## src/rtl/serial_adder_pkg.sv

```systemverilog
// Shared types and sizing helpers for the digit-serial adder controller.
package serial_adder_pkg;

  typedef enum logic [1:0] {
    StIdle,
    StRun,
    StDone
  } state_e;

  // Number of digit slices needed to cover the operand width.
  function automatic int unsigned num_digits(input int unsigned width, input int unsigned digit);
    return (digit == 0) ? 1 : width / digit;
  endfunction

  // Counter must hold 0..n without wrapping.
  function automatic int unsigned cnt_width(input int unsigned n);
    return (n < 1) ? 1 : $clog2(n + 1);
  endfunction

endpackage

```

## src/rtl/adder_slice.sv

```systemverilog
// DIGIT-bit combinational adder slice with carry in/out.
module adder_slice #(
  parameter int unsigned DIGIT = 2
) (
  input  logic [DIGIT-1:0] a,
  input  logic [DIGIT-1:0] b,
  input  logic             cin,
  output logic [DIGIT-1:0] s,
  output logic             cout
);

  logic [DIGIT:0] full;

  always_comb begin
    full = {1'b0, a} + {1'b0, b} + {{DIGIT{1'b0}}, cin};
    s    = full[DIGIT-1:0];
    cout = full[DIGIT];
  end

endmodule

```

## src/rtl/serial_adder_ctrl.sv

```systemverilog
// Digit-serial adder: one shared adder slice sequenced over WIDTH/DIGIT cycles,
// with valid/ready handshakes on both the operand and the result side.
module serial_adder_ctrl
  import serial_adder_pkg::*;
#(
  parameter int unsigned WIDTH = 4,
  parameter int unsigned DIGIT = 2
) (
  input  logic             clk,
  input  logic             rst_n,
  input  logic             in_valid,
  output logic             in_ready,
  input  logic [WIDTH-1:0] a,
  input  logic [WIDTH-1:0] b,
  output logic             out_valid,
  input  logic             out_ready,
  output logic [WIDTH:0]   sum,
  output logic             busy
);

  localparam int unsigned     N       = num_digits(WIDTH, DIGIT);
  localparam int unsigned     CntW    = cnt_width(N);
  localparam logic [CntW-1:0] LastCnt = CntW'(N - 1);

  if (DIGIT < 1 || DIGIT > WIDTH || (WIDTH % DIGIT) != 0) begin : gen_bad_params
    $error("serial_adder_ctrl: WIDTH must be a non-zero multiple of DIGIT");
  end

  state_e           state_q;
  logic [WIDTH-1:0] a_q;
  logic [WIDTH-1:0] b_q;
  logic             carry_q;
  logic [CntW-1:0]  cnt_q;

  logic [DIGIT-1:0] slice_s;
  logic             slice_cout;
  logic [WIDTH-1:0] sum_shift;

  adder_slice #(
    .DIGIT(DIGIT)
  ) u_slice (
    .a   (a_q[DIGIT-1:0]),
    .b   (b_q[DIGIT-1:0]),
    .cin (carry_q),
    .s   (slice_s),
    .cout(slice_cout)
  );

  // New digit enters at the top; after N steps digit 0 has reached bit 0.
  always_comb begin
    sum_shift = WIDTH'({slice_s, sum[WIDTH-1:0]} >> DIGIT);
  end

  always_ff @(posedge clk) begin
    if (!rst_n) begin
      state_q   <= StIdle;
      a_q       <= '0;
      b_q       <= '0;
      carry_q   <= 1'b0;
      cnt_q     <= '0;
      sum       <= '0;
      in_ready  <= 1'b0;
      out_valid <= 1'b0;
      busy      <= 1'b0;
    end else begin
      unique case (state_q)
        StIdle: begin
          in_ready <= 1'b1;
          if (in_valid && in_ready) begin
            a_q      <= a;
            b_q      <= b;
            carry_q  <= 1'b0;
            cnt_q    <= '0;
            in_ready <= 1'b0;
            busy     <= 1'b1;
            state_q  <= StRun;
          end
        end
        StRun: begin
          a_q            <= a_q >> DIGIT;
          b_q            <= b_q >> DIGIT;
          carry_q        <= slice_cout;
          cnt_q          <= cnt_q + CntW'(1);
          sum[WIDTH-1:0] <= sum_shift;
          if (cnt_q == LastCnt) begin
            sum[WIDTH] <= slice_cout;
            busy       <= 1'b0;
            out_valid  <= 1'b1;
            state_q    <= StDone;
          end
        end
        StDone: begin
          // in_ready rises with the return to idle, so no same-cycle accept.
          if (out_ready) begin
            out_valid <= 1'b0;
            in_ready  <= 1'b1;
            state_q   <= StIdle;
          end
        end
        default: begin
          state_q   <= StIdle;
          in_ready  <= 1'b0;
          out_valid <= 1'b0;
          busy      <= 1'b0;
        end
      endcase
    end
  end

endmodule

```

## config.mk

```make
export PLATFORM = sky130hd
export DESIGN_NAME = serial_adder_ctrl
export DESIGN_NICKNAME = d
export VERILOG_FILES = /design/src/rtl/serial_adder_pkg.sv /design/src/rtl/adder_slice.sv /design/src/rtl/serial_adder_ctrl.sv
export SDC_FILE = /design/constraint.sdc
export NUM_CORES = 1
export LEC_CHECK = 0
export CAP_MARGIN = 5
export CORE_UTILIZATION = 35
export CTS_CLUSTER_SIZE = 24
export DETAILED_ROUTE_END_ITERATION = 10
export HOLD_SLACK_MARGIN = 0.05
export PLACE_DENSITY = 0.56
export SYNTH_ARGS = -nofsm -noshare
export SYNTH_HDL_FRONTEND = slang
export SYNTH_SLANG_ARGS = --single-unit
export TNS_END_PERCENT = 1
```

## constraint.sdc

```tcl
create_clock -name clk -period 4.58 [get_ports clk]
set_clock_uncertainty 0.2 [all_clocks]
set_input_delay 1.374 -clock clk [delete_from_list [all_inputs] [get_ports clk]]
set_output_delay 1.374 -clock clk [all_outputs]
set_load 0.01 [all_outputs]
```

==> impl_metrics.py <==
metrics = {
    "grt": {
        "first_global_vias": 712,
        "grt_overflow": 0,
        "grt_pass1_wl_mm": 3.37,
        "grtUsageTotal": 0.138,
        "grt_max_degree": 20,
        "grt_antenna_before_repair": 0,
    },
    "floorplanning": {
        "die_w_um": 55.3,
        "die-area_um2": 3060,
        "rows": 18,
        "fp.coreArea_um2": 2570,
        "die_h_um": 55.3,
        "io_pins": 20,
        "start_util": 0.387,
    },
    "sta": {
        "worst-slew-pin-transition_ps": 590,
        "fin_crit_ps": 2900,
        "fmax_ghz": 0.344,
        "finalMaxSlewViolations": 0,
        "finalSetupViolations": 0,
        "rsz0062_at_grt": "no",
        "tns_ps": 0,
        "worst_slack_ps": 1680,
        "slew_headroom": 0.606,
        "hold_viol_final": 0,
        "min_period_over_period": 0.634,
    },
    "clocking": {
        "hold_buffers": 0,
        "cts_sinks": 21,
        "clkTransAtPathRegs_ps": 120,
        "clock-root-buffer": "clkbuf_4",
        "cts_resized": 0,
        "cts_buffers": 3,
        "clockBufferDepth": 2,
        "h-tree-depth": 1,
        "worstSkewPairLatency_ps": 310,
        "tritoncts": "yes",
        "cts_setup_buffers": 0,
    },
    "flow_run": {
        "max_cap_violations": 0,
    },
    "critical_path": {
        "cp_slowest_cell": "clkdlybuf4s50_1",
        "critPathTopFamily": "buffers and inverters",
        "crit_required_ps": 3010,
        "cpPeakStageDelay_ps": 570,
        "endpoint_kind": "primary output",
        "start_kind": "flip-flop",
        "path_cells": "clkdlybuf4s50_1",
        "cp_max_fo": 7,
        "crit_buf_inv": 1,
        "critPathArrivalTime_ps": 1330,
        "worst-setup-path-type": "flip-flop to primary output",
    },
    "synth": {
        "yosys-top-cells-area": "dfxtp_1 (42%), nand3b_1 (6.0%), fa_1 (4.0%)",
        "ys_warn_count": 0,
        "synthXorXnorAreaFrac": 0,
        "synth-compound-area-share": 0.185,
        "ys_types": 32,
        "syn_area_um2": 993,
        "synthMuxAreaShare": 0.0756,
        "synth-seq-area-share": 0.423,
        "syn_inst": 104,
        "ys_seq_elements": 21,
        "syn-num-nets": 119,
        "synth.top_cell.area_share": 0.423,
        "synth-simple-area-share": 0.190,
        "synth_top_family_by_area": "simple AND/OR/NAND/NOR gates",
        "synth.avg_cell_area_um2": 9.55,
        "synth_area_leader_cell": "dfxtp_1",
        "synth_fa_ha_area_frac": 0.0529,
    },
    "final_layout": {
        "syn_to_final_growth_pct": 21.4,
        "layout.area.seq_um2": 420,
        "instances_no_fill": 150,
        "diodes": 0,
        "drive_above_1_share": 0.0750,
        "multi_input_area_um2": 500,
        "fillers": 270,
        "nets": 136,
    },
    "pwr": {
        "p_per_area_nw_per_um2": 309,
        "peakVddDrop_mv": 0.269,
        "leakagePower_nw": 0.410,
    },
    "place": {
        "gp_congestion": 0.699,
        "post-place-ws_ps": 1490,
        "place.detailed.hpwl_mm": 1.36,
        "port_buffers": 19,
        "placedCellCount": 146,
    },
    "drt": {
        "viasPerCell": 5.19,
        "detail_route.wl_per_cell_um": 12.8,
        "drt_iter0_markers": 9,
        "num_vias": 779,
        "firstDrtPassIters": 4,
        "ant_nets": 0,
        "drt-total-wl_mm": 1.92,
        "drc": 0,
    },
    "status": {
        "run_status": "completed",
    },
    "min_path": {
        "hold_path.class": "flip-flop to flip-flop",
    },
}
==> final timing paths <==
kind / cells after the start / slack [ps] / start / end
worst max-delay path: 1 / 1680 / in_ready / in_ready
worst min-delay path: 1 / 280 / cnt_q[0] / cnt_q[0]
worst max register to register: 3 / 2490 / state_q[0] / b_q[0]
worst min register to register: 1 / 280 / cnt_q[0] / cnt_q[0]
==> cell usage in the layout, fill, tap and decap left out, types with 2 or more instances in the layout <==
master,count
dfxtp_1,21
clkdlybuf4s50_1,19
inv_1,8
nor2_1,8
nand3b_1,8
a21oi_1,6
nand2_1,6
a211oi_1,4
o21ai_0,4
a31oi_1,3
o311a_1,3
mux2i_1,3
clkbuf_4,3
nand2b_1,2
nor3b_1,2
mux2_1,2
mux2_2,2
o31ai_1,2
fa_1,2
==> sequential cells by signal, indices dropped and copies added, names as in the netlist <==
signal / cells
a_q: 4
state_q: 2
b_q: 4
carry_q: 1
out_valid: 1
cnt_q: 2
busy: 1
sum: 5
in_ready: 1
==> where the power goes <==
| group | internal, W | total [W] | switching [W] | leakage, nW |
|---|---|---|---|---|
| logic | 0.0000395 | 0.0000742 | 0.0000347 | 0.220 |
| clock network | 0.0000327 | 0.0000921 | 0.0000594 | 0.0177 |
| registers | 0.000195 | 0.000206 | 0.0000107 | 0.172 |
==> Yosys cell counts (all sizes together) <==
cell type and number:
fa 2, a211oi 4, nor2b 2, o31ai 2
clkbuf 3, a2111oi 1, a311oi 1, inv 8
nand3b 8, buf 4, dfxtp 21, and3b 1
and3 1, o22ai 1, nor3 1, nor3b 2
mux2i 3, o32a 1, a31oi 3, or3b 1
nand2 6, o311a 3, nor2 8, o21ai 4
ha 1, mux2 4, a21oi 6, nand2b 2
==> routing by layer <==
layer  GRT usage  wire (um)  up-vias
met4      0.0214         15        0
met2       0.217        877       15
met5           0          0        -
met3      0.0515         84        2
met1       0.184        942      359
li1            -          -      403
==> stage by stage <==
| stage | instance area [um^2] | total power (W) | hold WS [ps] | utilization |
|---|---|---|---|---|
| 2_1_floorplan | 993 | 0.000258 | 228 | - |
| 3_3_place_gp | 1180 | 0.000284 | 259 | 0.459 |
| 3_5_place_dp | 1180 | 0.000285 | 257 | 0.459 |
| 4_1_cts | 1210 | 0.000375 | 278 | 0.470 |
| 5_1_grt | 1210 | 0.000393 | 299 | 0.470 |
| 6_report | 1210 | 0.000372 | 275 | 0.470 |
==> area by class of cell <==
cell class                      count  area share
Clock inverter                      1     0.00415
Timing Repair Buffer               19       0.158
Clock buffer                        3      0.0187
Inverter                            8      0.0249
Sequential cell                    21       0.349
Tap cell                           30      0.0311
Multi-Input combinational cell     68       0.415
==> cells by family (layout without fill, tap and decap cells) <==
family          Yosys count  after routing
simple gates             32             32
compound gates           26             26
flops                    21             21
buf+inv                  15             31
mux                       7              7
fa+ha+maj                 3              3
Power figures use the tool's default switching activity.
